$ cat config.mk
export PLATFORM = sky130hd
export DESIGN_NAME = fetch_sequencer
export DESIGN_NICKNAME = d
export VERILOG_FILES = /design/src/rtl/fetch_sequencer.sv
export SDC_FILE = /design/constraint.sdc
export NUM_CORES = 1
export LEC_CHECK = 0
export BUFFER_PORTS_ARGS = -buffer_cell sky130_fd_sc_hd__buf_2
export CORE_ASPECT_RATIO = 1.1
export CORE_MARGIN = 3
export CORE_UTILIZATION = 55
export CTS_CLUSTER_DIAMETER = 200
export CTS_CLUSTER_SIZE = 25
export DETAILED_ROUTE_END_ITERATION = 10
export PLACE_DENSITY = 0.79
export REMOVE_ABC_BUFFERS = 1
export SYNTH_ARGS = -nofsm -noshare
export SYNTH_HDL_FRONTEND = slang
export SYNTH_SLANG_ARGS = --single-unit
export TNS_END_PERCENT = 30
$ cat constraint.sdc
create_clock -name clk -period 2 [get_ports clk]
set_input_delay 0.5 -clock clk [delete_from_list [all_inputs] [get_ports clk]]
set_output_delay 0.5 -clock clk [all_outputs]
set_load 0.02 [all_outputs]
$ cat src/rtl/fetch_sequencer.sv
// NanoQuarter instruction-fetch sequencer: owns the PC, fetches 32-bit words over req/ack
// and presents two 16-bit instructions per word. Define FETCH_PREFETCH_EN for a one-deep prefetch word.
module fetch_sequencer #(
    parameter logic [31:0] RESET_PC = 32'h0000_0000
) (
    input  logic        clk,
    input  logic        rst,
    input  logic        stall,
    input  logic        branch_taken,
    input  logic [31:0] branch_target,
    output logic        mem_req,
    output logic [31:0] mem_addr,
    input  logic        mem_ack,
    input  logic [31:0] mem_rdata,
    output logic [15:0] inst,
    output logic        inst_valid,
    output logic [31:0] pc_out
);

    typedef enum logic [1:0] {REQ_IDLE, REQ_WAIT, REQ_DROP} req_state_t;

    localparam logic [31:0] RESET_WORD = {RESET_PC[31:2], 2'b00};

    req_state_t  state;
    logic [31:0] fetch_addr;
    logic [31:0] cur_data;
    logic [29:0] cur_word;
    logic        cur_valid;   // cur word still holds an unpresented slot
    logic        cur_slot;    // next slot of cur word to present
    logic        skip;        // first word after a branch to an upper half: drop slot 0

`ifdef FETCH_PREFETCH_EN
    logic [31:0] pf_data;
    logic [29:0] pf_word;
    logic        pf_valid;
`else
    logic        pf_valid;
    assign pf_valid = 1'b0;
`endif

    logic        ack_data;
    logic        advance;
    logic        take_cur;
    logic        take_ack;
    logic        fetch_needed;
    logic [31:0] target_word;
    logic        unused_target_lsb;

    assign unused_target_lsb = branch_target[0];
    assign target_word = {branch_target[31:2], 2'b00};
    assign ack_data    = mem_ack && (state == REQ_WAIT);
    assign advance     = !stall;
    assign take_cur    = advance && cur_valid;
    assign take_ack    = advance && !cur_valid && !pf_valid && ack_data;

`ifdef FETCH_PREFETCH_EN
    logic take_pf;
    logic cur_frees;
    assign take_pf      = advance && !cur_valid && pf_valid;
    assign cur_frees    = !cur_valid || (take_cur && cur_slot);
    assign fetch_needed = !pf_valid;
`else
    // Refetch only once the last slot has left the decode interface.
    assign fetch_needed = !cur_valid && !(inst_valid && stall);
`endif

    function automatic logic [15:0] half(input logic [31:0] word, input logic slot);
        return slot ? word[31:16] : word[15:0];
    endfunction

    always_ff @(posedge clk) begin
        if (!rst) begin
            // NOTE: every register, data included, is cleared so no X can ever reach inst/pc_out.
            state      <= REQ_IDLE;
            mem_req    <= 1'b0;
            mem_addr   <= RESET_WORD;
            fetch_addr <= RESET_WORD;
            inst       <= 16'h0000;
            inst_valid <= 1'b0;
            pc_out     <= 32'h0000_0000;
            cur_data   <= 32'h0000_0000;
            cur_word   <= 30'h0;
            cur_valid  <= 1'b0;
            cur_slot   <= 1'b0;
            skip       <= 1'b0;
`ifdef FETCH_PREFETCH_EN
            pf_data    <= 32'h0000_0000;
            pf_word    <= 30'h0;
            pf_valid   <= 1'b0;
`endif
        end else if (branch_taken) begin
            fetch_addr <= target_word;
            inst_valid <= 1'b0;
            cur_valid  <= 1'b0;
            skip       <= branch_target[1];
`ifdef FETCH_PREFETCH_EN
            pf_valid   <= 1'b0;
`endif
            // An outstanding read must complete before the target can be requested.
            if (state == REQ_IDLE || mem_ack) begin
                state    <= REQ_WAIT;
                mem_req  <= 1'b1;
                mem_addr <= target_word;
            end else begin
                state <= REQ_DROP;
            end
        end else begin
            case (state)
                REQ_IDLE: if (fetch_needed) begin
                    state    <= REQ_WAIT;
                    mem_req  <= 1'b1;
                    mem_addr <= fetch_addr;
                end
                REQ_WAIT: if (mem_ack) begin
                    state      <= REQ_IDLE;
                    mem_req    <= 1'b0;
                    fetch_addr <= mem_addr + 32'd4;
                end
                REQ_DROP: if (mem_ack) begin
                    state   <= REQ_IDLE;
                    mem_req <= 1'b0;
                end
                default: state <= REQ_IDLE;
            endcase

            if (take_cur) begin
                inst       <= half(cur_data, cur_slot);
                pc_out     <= {cur_word, cur_slot, 1'b0};
                inst_valid <= 1'b1;
                if (cur_slot) cur_valid <= 1'b0;
                else          cur_slot  <= 1'b1;
`ifdef FETCH_PREFETCH_EN
            end else if (take_pf) begin
                inst       <= pf_data[15:0];
                pc_out     <= {pf_word, 2'b00};
                inst_valid <= 1'b1;
                cur_data   <= pf_data;
                cur_word   <= pf_word;
                cur_slot   <= 1'b1;
                cur_valid  <= 1'b1;
                pf_valid   <= 1'b0;
`endif
            end else if (take_ack) begin
                inst       <= half(mem_rdata, skip);
                pc_out     <= {mem_addr[31:2], skip, 1'b0};
                inst_valid <= 1'b1;
                skip       <= 1'b0;
                if (!skip) begin
                    cur_data  <= mem_rdata;
                    cur_word  <= mem_addr[31:2];
                    cur_slot  <= 1'b1;
                    cur_valid <= 1'b1;
                end
            end else if (advance) begin
                inst_valid <= 1'b0;
            end

            // Data that cannot be presented this cycle is parked, oldest word in cur.
            if (ack_data && !take_ack) begin
                skip <= 1'b0;
`ifdef FETCH_PREFETCH_EN
                if (!cur_frees) begin
                    pf_data  <= mem_rdata;
                    pf_word  <= mem_addr[31:2];
                    pf_valid <= 1'b1;
                end else
`endif
                begin
                    cur_data  <= mem_rdata;
                    cur_word  <= mem_addr[31:2];
                    cur_slot  <= skip;
                    cur_valid <= 1'b1;
                end
            end
        end
    end

endmodule
==> run metrics <==
drt pass-1 iters 5; crit-path max FO 8; Final Setup Violations 0; Cells on Worst Hold Path 3; post_cts resized 0; commonest non-fill, non-tap cell in the layout nand2_1; Post-Place Setup Slack 0.136 ns; total power 8.76 mW; element type at the critical path start flip-flop; HP Start mem_rdata[12]; area grow syn2layout 21.0%; clk sinks 180; Seq/Total Area, Yosys 42.2%; vias in the first global route slightly below 7000; Arrival @ worst endpoint 2.19 ns; Pwr per Cell Area 848 mW/mm2; most frequent cells in the layout nand2_1, dfxtp_1, buf_2, mux2i_1, a21boi_0; CP required 2.31 ns; crit path kind flip-flop to flip-flop; Core Box Area 0.0151 mm2; #FFs+latches synth 180; Starting Density a little under three fifths; Reg2Reg Capture Point fetch_addr[31]; CP startpoint mem_addr[12]; Buffers on Ports 148; DR WL/cell 15.9 um; min Tclk post-route ~1.9 ns; finished layout cell area just over 0.01 mm2; synthesized area per cell 8.67 um2; async set or reset register ratio after synthesis 0%; Reg clk slew, reported paths 0.06 ns; EDFF count, synth 0; post-synthesis cell type count 46; Slew headroom 64.8%; Tightest Pin Transition roughly 0.53 ns; share of cells above drive strength 1 a little over a fifth; clock tree buffer depth 2; die extent in x 125 um; total track usage 24.0%; CP endpoint kind flip-flop; Residual DRC 0; Max VDD drop just over 0.6 mV; full die area between 0.015 and 0.02 mm2; Post-Syn Area 0.00854 mm2; worst r2r src mem_addr[12]; run status completed; total of max-cap violations 0; num rows 47; RSZ-0062 raised after global routing no; via/cell ratio 5.63; Most used DFF post-synth dfxtp_1; routability cong. slightly above 0.8; Final nets 1186; fmax 0.533 GHz; synthesized instance count 985; # diodes 0; worst skew pair latency 0.43 ns; Post-DP HPWL 13.6 mm; Starting DRT DRC Count 507; Worst R2R Setup Slack 0.12 ns; chip height between 100 and 150 um; grt total ovfl 0; final setup margin 0.124 ns; Top Ports around 150; period utilization 93.8%; Static Leak 4.61 nW; CTS root buf clkbuf_16; final slew viol count 0; hold crit path type input pin to flip-flop; clk_skew 0.00834 ns; CTS tree done; Worst Reg-to-Reg Cells 5; number of nets still failing antenna checks after routing 0; largest net degree at the start of global routing 60; first-pass GRT wire length between 30 and 40 mm; initial antenna violation count 0; hold_buf cts 0; Final Hold Viols 0; Post-CTS Setup Bufs 0; vias 7444; H-tree Lvls 4; hold endpoint cur_data[12]; CTS buffer count 17; final wirelength 21.0 mm; YS warnings 0; cell area after placement 0.00973 mm2
## critical path: stages, from the launching register on
cell	delay, ns
dfxtp_1	0.34
nand3_2	0.19
or3_1	0.63
nor4_4	0.36
xnor2_1	0.16
o21ai_2	0.07
## synthesized netlist by cell type (14+ instances only)
master / n / area, um2
nand2_1: 227 / 852
dfxtp_1: 180 / 3600
mux2i_1: 70 / 701
a21boi_0: 67 / 503
clkbuf_1: 67 / 251
o211a_1: 58 / 581
nor2b_1: 38 / 238
a211oi_1: 37 / 278
a21oi_1: 35 / 175
nor2_1: 27 / 101
a22o_1: 20 / 175
nand3_1: 20 / 100
o21ai_0: 20 / 100
xnor2_1: 16 / 140
buf_2: 14 / 70.1
## flip-flops by register name (all words and copies together) (netlist names)
| signal | count |
|---|---|
| cur_word | 30 |
| inst | 16 |
| pc_out | 31 |
| state | 2 |
| mem_addr | 32 |
| fetch_addr | 32 |
| cur_data | 32 |
| cur_valid | 1 |
| mem_req | 1 |
| cur_slot | 1 |
| inst_valid | 1 |
| skip | 1 |
## how the worst max path moves through the flow
stage / end
5_1_grt: fetch_addr[31]
6_report: fetch_addr[31]
3_3_place_gp: fetch_addr[31]
2_1_floorplan: pc_out[10]
3_5_place_dp: fetch_addr[31]
4_1_cts: fetch_addr[31]
## where the power goes
part	switching [mW]	internal, mW
clock	1.36	2.07
sequential	0.148	3.78
combinational	0.819	0.591
total	2.33	6.44
## cell families (layout without fill, tap and decap cells)
kind of cell             count (synthesis)  in the layout  synth area share [%]
AO/OA/AOI/OAI                          255            255                  22.7
XOR/XNOR                                26             26                  2.67
adder cells (fa/ha/maj)                  3              3                 0.439
buffers and inverters                   95            237                  4.60
flip-flops                             180            180                  42.2
multiplexers                            70             70                  8.20
other                                    1              1                0.0439
AND/OR/NAND/NOR                        355            355                  19.1
## per-layer routing
metal	wire length, um	share of wire (%)	track usage (%)
met1	9540	45	30.7
met2	9970	47	39.7
met3	1200	5.7	5.43
met4	348	1.7	9.88
met5	0	0	0
## through the flow
step | utilization (%) | TNS, ns | instances | hold slack, ns
after floorplan | - | -242.51 | 898 | 0.437
after global placement | 64.4 | 0 | 1291 | 0.443
after detailed placement | 64.4 | 0 | 1291 | 0.451
after CTS | 68.4 | 0 | 1323 | 0.316
after global routing | 68.4 | 0 | 1323 | 0.323
final | 68.4 | 0 | 1323 | 0.331
## final cells by class
| type | instances | area, um2 |
|---|---|---|
| Fill cell | 1224 | 4780 |
| Multi-Input combinational cell | 710 | 4590 |
| Sequential cell | 180 | 3600 |
| Timing Repair Buffer | 197 | 1260 |
| Clock buffer | 24 | 482 |
| Tap cell | 196 | 245 |
| Clock inverter | 8 | 124 |
| Inverter | 8 | 30.0 |
Power figures use the tool's default switching activity.
